### config.mk
export PLATFORM = sky130hd
export DESIGN_NAME = uart_bit_timer
export DESIGN_NICKNAME = d
export VERILOG_FILES = /design/src/rtl/uart_timer_pkg.sv /design/src/rtl/sync_flex_counter.sv /design/src/rtl/uart_bit_timer.sv
export SDC_FILE = /design/constraint.sdc
export NUM_CORES = 1
export LEC_CHECK = 0
export ABC_CLOCK_PERIOD_IN_PS = 2300
export CAP_MARGIN = 10
export CORE_ASPECT_RATIO = 0.7
export CORE_MARGIN = 3
export CORE_UTILIZATION = 48
export DETAILED_ROUTE_END_ITERATION = 8
export PLACE_DENSITY_LB_ADDON = 0.12
export SYNTH_ARGS = -nofsm -noshare
export SYNTH_HDL_FRONTEND = slang
export SYNTH_SLANG_ARGS = --single-unit
### constraint.sdc
create_clock -name clk -period 2.3 [get_ports clk]
set_clock_uncertainty 0.2 [all_clocks]
set_input_delay 0.575 -clock clk [delete_from_list [all_inputs] [get_ports clk]]
set_output_delay 0.575 -clock clk [all_outputs]
set_load 0.05 [all_outputs]
### src/rtl/uart_timer_pkg.sv
// Shared types and limits for the receive-path bit/packet timer.
package uart_timer_pkg;

    typedef enum logic [1:0] {
        IDLE   = 2'd0,
        OFFSET = 2'd1,
        RUN    = 2'd2
    } timer_state_t;

    localparam int unsigned MIN_CLKS_PER_BIT = 2;
    localparam int unsigned MIN_BITS         = 1;

endpackage

### src/rtl/sync_flex_counter.sv
// Counter with synchronous reset/clear that counts 1..rollover_val and wraps back to 1.
module sync_flex_counter #(
    parameter int unsigned WIDTH = 4
) (
    input  logic             clk,
    input  logic             rst,
    input  logic             clear,
    input  logic             count_enable,
    input  logic [WIDTH-1:0] rollover_val,
    output logic [WIDTH-1:0] count_out,
    output logic             rollover_flag
);

    logic [WIDTH-1:0] count_q, count_d;

    always_comb begin
        count_d = count_q;
        if (clear) begin
            count_d = '0;
        end else if (count_enable) begin
            count_d = (count_q == rollover_val) ? WIDTH'(1) : count_q + WIDTH'(1);
        end
    end

    always_ff @(posedge clk) begin
        if (rst) begin
            count_q <= '0;
        end else begin
            count_q <= count_d;
        end
    end

    assign count_out     = count_q;
    assign rollover_flag = (count_q == rollover_val);

endmodule

### src/rtl/uart_bit_timer.sv
// Runtime-configurable bit/packet timer: emits shift_strobe every N clocks (optionally offset
// by N/2) for B bits, with start/abort handshake and busy/bit_index status.
module uart_bit_timer
    import uart_timer_pkg::*;
#(
    parameter int unsigned CNT_BITS     = 4,
    parameter int unsigned BIT_CNT_BITS = 4
) (
    input  logic                    clk,
    input  logic                    rst,
    input  logic                    start,
    input  logic                    abort,
    input  logic                    sample_mid,
    input  logic [CNT_BITS-1:0]     clks_per_bit,
    input  logic [BIT_CNT_BITS-1:0] bits_per_packet,
    output logic                    shift_strobe,
    output logic                    packet_done,
    output logic                    busy,
    output logic [BIT_CNT_BITS-1:0] bit_index
);

    timer_state_t            state_q, state_d;
    logic [CNT_BITS-1:0]     n_q, n_d;
    logic [BIT_CNT_BITS-1:0] b_q, b_d;

    logic [CNT_BITS-1:0]     n_in, half_in, half_q, clk_rollover_val, clk_count;
    logic [BIT_CNT_BITS-1:0] b_in;
    logic                    clk_clear, clk_en, clk_roll;
    logic                    bit_clear, bit_en, bit_roll;
    logic                    strobe_raw, last_bit;

    assign n_in    = (clks_per_bit < CNT_BITS'(MIN_CLKS_PER_BIT)) ?
                     CNT_BITS'(MIN_CLKS_PER_BIT) : clks_per_bit;
    assign b_in    = (bits_per_packet < BIT_CNT_BITS'(MIN_BITS)) ?
                     BIT_CNT_BITS'(MIN_BITS) : bits_per_packet;
    assign half_in = n_in >> 1;
    assign half_q  = n_q >> 1;

    // The clock counter doubles as the offset timer while in OFFSET.
    assign clk_rollover_val = (state_q == OFFSET) ? half_q : n_q;

    assign last_bit     = (bit_index == b_q - BIT_CNT_BITS'(1));
    assign strobe_raw   = (state_q == RUN) && clk_roll;
    assign shift_strobe = strobe_raw && !abort;
    assign packet_done  = shift_strobe && last_bit;
    assign busy         = (state_q != IDLE);
    assign bit_en       = shift_strobe && !bit_roll;

    always_comb begin
        state_d   = state_q;
        n_d       = n_q;
        b_d       = b_q;
        clk_clear = 1'b0;
        clk_en    = 1'b0;
        bit_clear = 1'b0;
        unique case (state_q)
            IDLE: begin
                if (start && !abort) begin
                    n_d       = n_in;
                    b_d       = b_in;
                    bit_clear = 1'b1;
                    clk_en    = 1'b1;
                    state_d   = (sample_mid && (half_in != '0)) ? OFFSET : RUN;
                end
            end
            OFFSET: begin
                if (abort) begin
                    state_d   = IDLE;
                    clk_clear = 1'b1;
                    bit_clear = 1'b1;
                end else begin
                    clk_en = 1'b1;
                    if (clk_roll) begin
                        state_d = RUN;
                    end
                end
            end
            RUN: begin
                if (abort) begin
                    state_d   = IDLE;
                    clk_clear = 1'b1;
                    bit_clear = 1'b1;
                end else if (clk_roll && last_bit) begin
                    state_d   = IDLE;
                    clk_clear = 1'b1;
                end else begin
                    clk_en = 1'b1;
                end
            end
            default: state_d = IDLE;
        endcase
    end

    always_ff @(posedge clk) begin
        if (rst) begin
            state_q <= IDLE;
            n_q     <= CNT_BITS'(MIN_CLKS_PER_BIT);
            b_q     <= BIT_CNT_BITS'(MIN_BITS);
        end else begin
            state_q <= state_d;
            n_q     <= n_d;
            b_q     <= b_d;
        end
    end

    sync_flex_counter #(
        .WIDTH (CNT_BITS)
    ) u_clk_cnt (
        .clk           (clk),
        .rst           (rst),
        .clear         (clk_clear),
        .count_enable  (clk_en),
        .rollover_val  (clk_rollover_val),
        .count_out     (clk_count),
        .rollover_flag (clk_roll)
    );

    sync_flex_counter #(
        .WIDTH (BIT_CNT_BITS)
    ) u_bit_cnt (
        .clk           (clk),
        .rst           (rst),
        .clear         (bit_clear),
        .count_enable  (bit_en),
        .rollover_val  (b_q),
        .count_out     (bit_index),
        .rollover_flag (bit_roll)
    );

    // Raw count is only observed through its rollover flag.
    logic unused_clk_count;
    assign unused_clk_count = ^clk_count;

endmodule
; ---- After elaboration in Yosys (flattened, before gate mapping)
; Index checks and enable logic that the tools add are counted.
[word_totals]
ff_bits = 18
in_bits = 13
output_inout_bits = 7
word_cells = 57
[classes]
n_addsub = 3
order_cmp = 2
n_eq_ne = 8
mux = 22
n_reduce_logical = 17
[op_table]
columns = op, count
row1 = 4-bit 2-to-1 mux, 5
row2 = 4-bit == test, 3
row3 = 2-bit 2-to-1 mux, 6
row4 = 4-bit by 1-bit adder with 4-bit output (second input constant), 2
row5 = 1-bit logical AND, 7
row6 = 1-bit 2-to-1 mux, 7
row7 = 2-bit case mux with 3 select lines, 1
row8 = 2-bit OR reduction, 3
row9 = 4-bit by 1-bit < comparator with 1-bit output (second input constant), 1
row10 = 4-bit by 2-bit < comparator with 1-bit output (second input constant), 1
row11 = 1-bit case mux with 2 select lines, 2
row12 = 4-bit nonzero test, 1
row13 = 4-bit by 1-bit subtractor with 4-bit output (second input constant), 1
row14 = 3-bit by 2-bit inequality test with 1-bit output (second input constant), 1
row15 = 3-bit inequality test (second input constant), 1
row16 = 1-bit case mux with 3 select lines, 1
row17 = 3-bit AND reduction, 1
row18 = 2-bit by 1-bit == test with 1-bit output (second input constant), 1
row19 = 2-bit == test (second input constant), 1
row20 = 1-bit logical NOT, 2
row21 = 2-bit logical NOT, 1
row22 = 2-bit inequality test (second input constant), 1
row23 = 2-bit AND reduction, 1
row24 = 2-bit nonzero test, 1

; ---- Depth between registers and ports, before layout
[depth]
depth_word = 8
ltp_mapped = 10
depth_no_buf = 8

; ---- Modules after synthesis
; Synthesis repeated with hierarchy kept, for this count alone.
[hier_totals]
cells_unflattened = 148
area_unflattened_um2 = 1328.8
[modules_own_cells]
columns = module, instances, cells_each, area_per_inst_um2, seq_area_each_um2
row1 = uart_bit_timer, 1, 94, 748.2, 200.2
row2 = sync_flex_counter, 2, 27, 290.3, 80.1

; ---- Worst setup path before layout
; Ideal clock, no wire load.
[synth_timing]
path_kind = reg2out
from = register state_q[1]
to = output port packet_done
arrival_ps = 2741
required_time_ps = 1525
path_slack_ps = -1216
path_stages_with_launch = 10
n_path_buf = 2
path_cell_list = dfxtp_1 > inv_1 > ha_1 > buf_6 > mux2i_1 > xor2_1 > o211a_1 > nand2_1 > clkbuf_1 > nor3_1
[synth_via]
elab_chain_len = 6
word_cells_on_any_way = 7
classes_between = 3 x eq/ne / 1 x mux / 3 x reduce/logical
[synth_lines]
columns = element, line
row1 = "start, declared", uart_bit_timer.sv:22  ; timer_state_t state_q, state_d;
row2 = "start signal, assigned", uart_bit_timer.sv:100  ; state_q <= state_d;
row3 = 2-bit by 1-bit == test with 1-bit output, uart_bit_timer.sv:40  ; assign clk_rollover_val = (state_q == OFFSET) ? half_q : n_q;
row4 = 4-bit 2-to-1 mux, uart_bit_timer.sv:40
row5 = 4-bit == test, sync_flex_counter.sv:34  ; assign rollover_flag = (count_q == rollover_val);
row6 = 1-bit logical AND (*), uart_bit_timer.sv:43  ; assign strobe_raw = (state_q == RUN) && clk_roll;
row7 = 1-bit logical AND (*), uart_bit_timer.sv:44  ; assign shift_strobe = strobe_raw && !abort;
row8 = 1-bit logical AND (*), uart_bit_timer.sv:45  ; assign packet_done = shift_strobe && last_bit;
row9 = "end, declared", uart_bit_timer.sv:17  ; output logic packet_done,
; Every way passes the cells marked *; elsewhere a longest branch is shown, timed or not.

; ---- Final worst setup path
; Ends and elaborated chain as after synthesis.

==> results.json <==
{
  "status": "finished, violations left",
  "violations": "setup timing",
  "synth_cell_types": 44,
  "cp.required_ns": 1.52,
  "cp_max_fo": 5,
  "post-route-min-period_ns": 2.73,
  "syn-num-nets": 176,
  "core_um2": 2330,
  "hold_violations": 0,
  "cts_root_buf": "clkbuf_8",
  "hold_ws_ns": 0.276,
  "placementRows": 14,
  "port_buffers": 19,
  "drt_iter0_drc": 115,
  "power_density_nw_per_um2": 522,
  "crit_arrival_ns": 1.96,
  "grt_pass1_vias": 1216,
  "ctsHoldBuffers": 0,
  "multiInputGateArea_um2": 952,
  "placed_area_um2": 1730,
  "cts_sinks": 18,
  "tns_ns": -1.41,
  "antennaDiodeCount": 0,
  "cap_violations": 0,
  "dp_hpwl_um": 2630,
  "vias_per_cell": 5.74,
  "ys_warn_count": 0,
  "fmax_ghz": 0.366,
  "crit_type": "register to output port",
  "start_util": 0.547,
  "clkLatencyLatePin_ns": 0.26,
  "utilization": 0.815,
  "synth_commonest_cells": "nand2_1 (22), dfxtp_1 (18), a21oi_1 (12)",
  "drc": 0,
  "fp.dieW_um": 67.6,
  "register_area_um2": 363,
  "r2r_cells": 10,
  "worstReg2RegEnd": "state_q[0]",
  "place_inst": 228,
  "syn2layout_area_growth_pct": 49.0,
  "h-tree-depth": 1,
  "crit_path_end": "packet_done",
  "grt_overflow_total": 0,
  "via_count": 1360,
  "crit_start": "state_q[1]",
  "grt_max_degree": 12,
  "clkSlewWorstSetupHoldPaths_ns": 0.07,
  "n_fill_cell": 144,
  "grt_usage": 0.236,
  "finalSetupViolations": 10,
  "synth.most_common_cell": "nand2_1",
  "rsz0062_at_grt": "true",
  "ir_worst_vdd_uv": 430,
  "die_h_um": 49.1,
  "ys_seq_area_frac": 0.283,
  "worstMarginPinSlew_ns": 0.503,
  "gp_congestion": 0.895,
  "ioPinCount": 20,
  "synth_top_area_frac": 0.283,
  "regToRegSetupSlack_ns": -0.21,
  "cts_tree": "built",
  "syn-cell-area_um2": 1270,
  "relSlewSlack": 0.660,
  "use_met3": 0.0599,
  "min-delay-path-class": "register to register",
  "syn_inst": 156,
  "clockBufferDepth": 2,
  "slew_violations": 0,
  "finalInstanceArea_um2": 1900,
  "synth.area.top_cells": "dfxtp_1 (28%), ha_1 (6.9%), nand2_1 (6.5%)",
  "antenna_left": 0,
  "drt_first_pass_iters": 4,
  "cts_inserted_buffers": 3,
  "p_leak_nw": 0.807,
  "grt_pass1_wl_um": 5890,
  "worstSetupEndpointType": "output port",
  "drive_gt1_frac": 0.288,
  "antenna_found_initial": 0,
  "yosysTopAreaCell": "dfxtp_1",
  "gr-max-usage-layer": "met2",
  "die_area_um2": 3320,
  "crit_path_start_kind": "register",
  "r2r_start": "state_q[1]",
  "instances_no_fill": 237,
  "routedWlPerCell_um": 16.6,
  "gr-usage-met1": 0.308,
  "grtUsageMet2": 0.389,
  "ys_ff_latch": 18,
  "wirelength_um": 3940,
  "num-nets-final": 226,
  "synth-edff-count": 0,
  "avgSynthCellArea_um2": 8.16,
  "synthFlopType": "dfxtp_1",
  "async_reset_ff_frac": 0,
  "layout_setup_ws_ns": -0.432,
  "min_period_over_period": 1.19
}
==> per-stage QoR <==
step | power (mW) | worst slack (ns)
2_1_floorplan | 0.536 | -0.385
3_3_place_gp | 0.656 | -0.147
3_5_place_dp | 0.667 | -0.199
4_1_cts | 0.948 | -0.401
5_1_grt | 1.04 | -0.530
6_report | 0.990 | -0.432
==> registers in the layout (all words and copies together), names as in the netlist <==
name / count
b_q: 4
n_q: 4
state_q: 2
u_bit_cnt.count_out: 4
u_clk_cnt.count_out: 4
==> power by group <==
part	leakage [nW]	switching [mW]	internal (mW)
registers	0.147	0.0175	0.328
clock network	0.0288	0.115	0.153
logic	0.631	0.197	0.180
==> metal layers <==
layer	up-vias	wire, µm
met3	15	257
met2	49	1830
li1	655	-
met5	-	0
met4	0	130
met1	641	1720
==> cell usage in the layout (no fill, tap or decap), types with 6 or more instances in the layout <==
cell,n
a21oi_1,12
buf_4,35
clkdlybuf4s50_1,12
dfxtp_1,16
ha_1,6
inv_1,8
nand2_1,21
nor2_1,9
nor3_1,8
xor2_1,6
==> worst max-delay path, stage by stage, from the launching register on <==
cell,delay [ns]
dfxtp_2,0.33
inv_2,0.05
ha_4,0.18
buf_4,0.15
mux2i_4,0.20
a221oi_4,0.33
nand2_4,0.12
nor3_4,0.16
buf_12,0.16
==> worst min path at each step <==
stage,start,endpoint,cells after the start
2_1_floorplan,n_q[0],n_q[0],2
3_3_place_gp,n_q[0],n_q[0],2
3_5_place_dp,b_q[3],b_q[3],2
4_1_cts,b_q[3],b_q[3],2
5_1_grt,b_q[3],b_q[3],2
6_report,n_q[3],n_q[3],2
==> cell families (layout without fill, tap and decap cells) <==
| kind of cell | Yosys count | after routing | share of synthesized area |
|---|---|---|---|
| xor+xnor | 11 | 11 | 0.0864 |
| fa+ha+maj | 7 | 7 | 0.0688 |
| flops | 18 | 18 | 0.283 |
| simple gates | 59 | 59 | 0.241 |
| buf+inv | 15 | 64 | 0.0501 |
| mux | 6 | 6 | 0.0481 |
| compound gates | 40 | 40 | 0.223 |
==> what timing repair did <==
action	CTS	global route
endpoints found under the setup margin	8	11
pin swaps	4	4
setup buffers	3	3
gates resized for setup	3	8
==> cell type report <==
type / instances / area share
Timing Repair Buffer: 51 / 0.239
Inverter: 9 / 0.0178
Sequential cell: 18 / 0.191
Tap cell: 32 / 0.0211
Multi-Input combinational cell: 123 / 0.502
Clock buffer: 4 / 0.0290
No activity file was read; power rests on OpenSTA's default activity.
==> variant 1, RTL diff (same flow settings) <==
Change the parameter `CNT_BITS` from 4 to 3.
--- a/src/rtl/uart_bit_timer.sv
+++ b/src/rtl/uart_bit_timer.sv
@@ -4,5 +4,5 @@
     import uart_timer_pkg::*;
 #(
-    parameter int unsigned CNT_BITS     = 4,
+    parameter int unsigned CNT_BITS     = 3,
     parameter int unsigned BIT_CNT_BITS = 4
 ) (
Ports: changed (resized clks_per_bit); port bits go from 20 to 19. No check against the original RTL was run, so the function may have changed too.
==> variant 1 against the original RTL <==
- the flow still finishes with violations (negative setup slack)
- synthesized area is 16% lower
- utilization shrank 0.098 points
- routed wire length down 28%
- final area down 16%
- sequential cell count shrank 2
- non-clock buffer count decreased by 8
- register-to-register slack improved by 0.23 ns
- setup slack improved by 0.19 ns
- hold slack better by 0.047 ns
- critical endpoint unchanged
- highest routed layer unchanged
Power is not compared: it rests on default switching activity, and its combinational part moved more than twofold at a synthesized area within 25%.
==> variant 1: results (changes against the original RTL) <==
pre-CTS WS -> -0.02798 ns (+0.1713 ns)
Setup violations, final -> 2 (-8)
initial antenna violation count -> 0 (unchanged)
failing checks -> negative setup slack
crit-path max cell delay -> 0.34 ns
initial detailed-routing violation count -> 53 (-54%)
n_diodes -> 0 (unchanged)
largest net degree at the start of global routing -> 10 (-2)
ys flop type -> dfxtp_1
Slew HR -> 67.23% (+1.2 points)
Area contributors post-synth -> dfxtp_1, ha_1, nor2_1, mux2i_1, xnor2_1
fraction of layout cells with a size suffix above 1 -> 35.29% (+6.5 points)
Worst-Skew Late Latency -> 0.29 ns (+0.03 ns)
slowest CP cell -> dfxtp_2
Min-Delay Path Class -> register to register
worst vdd ir -> 0.0006799 V
Post-Syn Nets -> 144 (-18%)
total CTS buffers -> 3 (unchanged)
clock buffer depth -> 2 (unchanged)
Max H-tree Level -> 1 (unchanged)
WL final -> 2.832 mm (-28%)
Post-synth ARST share -> 0% (unchanged)
Overall Global Routing Usage -> 21.33% (-2.2 points)
root buf cell -> clkbuf_4
hpwl dp -> 2.182 mm (-17%)
Leakage -> 0.0006755 uW
setup ws final -> -0.2463 ns (+0.1852 ns)
Worst-path clk slew -> 0.10 ns (+0.03 ns)
Netlist cell types -> 36 (-18%)
first-pass GRT wire length -> 4.685 mm (-20%)
Filler cells -> 129 (-10%)
I/O Buffers -> 18 (-1)
critical path's top delay family -> flip-flops
YS warnings -> 0 (unchanged)
Placer Congestion -> 0.7842 (-12%)
Detailed Routing Iterations Pass 1 -> 4 (unchanged)
outcome -> finished with violations
post-synthesis sequential area ratio -> 30.05% (+1.8 points)
top cells by count, synth -> nor2_1, dfxtp_1, inv_1
Via Count -> 1057 (-22%)
fin nets -> 190 (-16%)
vias in the first global route -> 1041 (-14%)
critical path fanouts, max -> 5 (unchanged)
## variant 1: cell count changes in the layout (fill, tap and decap cells not counted), moves of 3 or more
cell / unedited run / this run
clkbuf_4: 0 / 3
dfxtp_2: 2 / 6
or2_2: 0 / 3
dfxtp_1: 16 / 9
clkbuf_8: 4 / 1
nor3_1: 8 / 4
buf_4: 35 / 28
nor2_1: 9 / 17
nand2_1: 21 / 6
a21oi_1: 12 / 6
## variant 1: cell type report
cell class / instances / area [um^2] / share of cell area (%)
Multi-Input combinational cell: 99 / 775.7 / 48.44
Timing Repair Buffer: 43 / 390.4 / 24.37
Clock buffer: 4 / 36.28 / 2.266
Sequential cell: 16 / 331.6 / 20.70
Inverter: 8 / 30.03 / 1.875
Tap cell: 30 / 37.54 / 2.344
## variant 1: worst paths after layout
kind	to	cells past startpoint	startpoint	slack [ns]
max	packet_done	7	state_q[1]	-0.25
min	n_q[0]	2	n_q[0]	0.32
max reg2reg	state_q[1]	8	state_q[1]	0.02
min reg2reg	n_q[0]	2	n_q[0]	0.32
## variant 1: repair_timing
action,4_1_cts,5_1_grt
setup buffers,5,3
setup endpoints to repair,3,8
gates resized for setup,4,5
pin swaps,4,5
## variant 1: power by group
part	switching, uW	internal [uW]
Sequential	31.5	319
Combinational	459	492
Clock	93.6	96.5
Total	584	907
## variant 1: tightest hold or removal path: stages, from the launching register on
cell     delay [ns]
dfxtp_1        0.36
a21oi_1        0.07
nor2_1         0.07
## variant 1: logic make-up after synthesis
family,after synthesis,synth area share (%)
fa+ha+maj,7,8.216
compound gates,25,16.78
mux,7,6.573
xor+xnor,12,11.97
flops,16,30.05
simple gates,48,22.89
buf+inv,10,3.522
## variant 1: per-layer routing
metal	part of all wire, %	GRT usage (%)	vias up
met1	48	26.59	504
li1	-	-	526
met5	0	0	-
met4	0.42	5.263	0
met3	5.5	5.926	2
met2	46	37.61	25
## variant 1: metrics by stage
stage / instances / setup TNS [ns] / utilization, % / area, um^2 / total power, uW
2_1_floorplan: 125 / -0.02146 / - / 1105 / 846.3
3_3_place_gp: 190 / -0.005048 / 75.21 / 1480 / 1134
3_5_place_dp: 190 / -0.03192 / 75.21 / 1480 / 1162
4_1_cts: 199 / -0.4529 / 80.10 / 1577 / 1437
5_1_grt: 200 / -0.6775 / 81.37 / 1602 / 1583
6_report: 200 / -0.4799 / 81.37 / 1602 / 1492
==> variant 2, RTL diff (same flow settings) <==
Without the edit above. Make the reset (`rst`) asynchronous in 2 clocked blocks. Comments in the files are not updated.
--- a/src/rtl/sync_flex_counter.sv
+++ b/src/rtl/sync_flex_counter.sv
@@ -23,5 +23,5 @@
     end
 
-    always_ff @(posedge clk) begin
+    always_ff @(posedge clk or posedge rst) begin
         if (rst) begin
             count_q <= '0;
--- a/src/rtl/uart_bit_timer.sv
+++ b/src/rtl/uart_bit_timer.sv
@@ -92,5 +92,5 @@
     end
 
-    always_ff @(posedge clk) begin
+    always_ff @(posedge clk or posedge rst) begin
         if (rst) begin
             state_q <= IDLE;
Check against the original RTL: differs if rst is asserted again (counterexample within 4 cycles, from zero or initial values and one cycle with rst high); with rst held inactive, the same outputs for 10 cycles.
==> variant 2 against the original RTL <==
- the run still ends with negative setup slack left
- utilization is 1.9 points higher
- routed wire length is 1.4% lower
- final area is 2.3% higher
- non-clock buffer count is 1 lower
- sequential cell count stayed put
- setup slack worse by 0.11 ns
- maximum frequency is 3.7% lower
- highest routed layer unchanged
- synthesized cell count is 13% lower
- synthesized area is 0.49% higher
Power is not compared: it rests on default switching activity, and its combinational part moved more than twofold at a synthesized area within 25%.
==> variant 2: results (changes against the original RTL) <==
outcome -> finished with violations
failing checks -> negative setup slack
worst hold margin -> 0.3197 ns (+0.04394 ns)
met3 routed WL -> 188 um (-27%)
Overall Global Routing Usage -> 22.15% (-1.4 points)
setup ws final -> -0.5376 ns (-0.1060 ns)
FF+latch area -> 452.9 um^2 (+25%)
Min-Delay Path Class -> register to register
Placer Congestion -> 0.8682 (-3.0%)
critical path fanouts, max -> 4 (-1)
Setup violations, final -> 9 (-1)
Area contributors post-synth -> dfrtp_1, ha_1, xor2_1, mux2_2, dfstp_2
R2R Path Start -> state_q[1]
Avg Vias per Cell -> 5.781 (+0.74%)
Mapped Cells -> 135 (-13%)
post-synthesis sequential area ratio -> 35.39% (+7.1 points)
highest metal used -> met4
largest net degree at the start of global routing -> 19 (+7)
Slew @ Worst Pin -> 0.4910 ns (-0.01186 ns)
met2 WL post-DR -> 1.799 mm (-1.8%)
I/O Buffers -> 19 (unchanged)
hold_sp -> n_q[1]
Netlist cell types -> 39 (-11%)
fraction of layout cells with a size suffix above 1 -> 40.64% (+12 points)
hpwl dp -> 2.549 mm (-3.0%)
Hold Crit Endpoint -> n_q[1]
Post-CTS Setup Inserts -> 2 (-1)
Filler cells -> 130 (-9.7%)
pre-CTS WS -> -0.2474 ns (-0.04808 ns)
crit-path max cell delay -> 0.40 ns (+0.07 ns)
Routed WL per cell -> 17.75 um (+6.7%)
slowest CP cell -> dfrtp_1
critical path's top delay family -> simple AND/OR/NAND/NOR gates
reg2reg setup slack -> -0.10 ns (+0.11 ns)
top cells by count, synth -> dfrtp_1, inv_1, a21oi_1
Met1 Wirelength -> 1.769 mm (+2.7%)
Setup crit end -> packet_done
initial detailed-routing violation count -> 55 (-52%)
vias in the first global route -> 1215 (-0.082%)
Synth top area share -> 31.28% (+3.0 points)
initial antenna violation count -> 0 (unchanged)
Crit Reg-Reg Endpoint -> u_bit_cnt.count_out[3]
worst vdd ir -> 0.001108 V
first-pass GRT wire length -> 5.602 mm (-4.9%)
Leakage -> 0.0008569 uW
critical path arrival -> 2.06 ns (+0.10 ns)
setup TNS -> -1.306 ns (+0.1040 ns)
total CTS buffers -> 3 (unchanged)
Post-synth ARST share -> 100.0% (+100 points)
placed cell areas -> 1739 um^2 (+0.36%)
clock buffer depth -> 2 (unchanged)
Post-Syn Nets -> 155 (-12%)
fin nets -> 208 (-8.0%)
CTS resizes -> 5 (+2)
WL final -> 3.887 mm (-1.4%)
## variant 2: cell types whose count changed after synthesis, sizes merged, moves of 4 or more
cell    delta
o21ai      +4
dfxtp     -18
clkbuf     -4
dfrtp     +16
nand2     -14
mux2       +4
## variant 2: report_power, final
| group | internal (uW) | switching (uW) | total, uW |
|---|---|---|---|
| Combinational | 880 | 859 | 1740 |
| Sequential | 446 | 134 | 580 |
| Clock | 152 | 110 | 262 |
## variant 2: layout make-up
type                    instances  area share [%]
well taps                      32           2.062
flip-flops and latches         18           23.32
clock buffers                   4           2.835
inverters                      11           2.126
repair buffers                 50           23.78
multi-input cells             104           45.88
## variant 2: layer usage
layer  track usage, %  up-vias
met3            5.991       17
met4            5.724        0
met2            35.54       44
met5                0        -
met1            29.00      616
li1                 -      589
## variant 2: kinds of logic after synthesis
logic type	share of synthesized area, %
and+or+nand+nor	19.36
muxes	6.745
AOI/OAI and AO/OA	20.43
xor gates and xnor gates	6.843
buffers and inverters	4.399
adders and majority gates	6.842
DFF	35.39
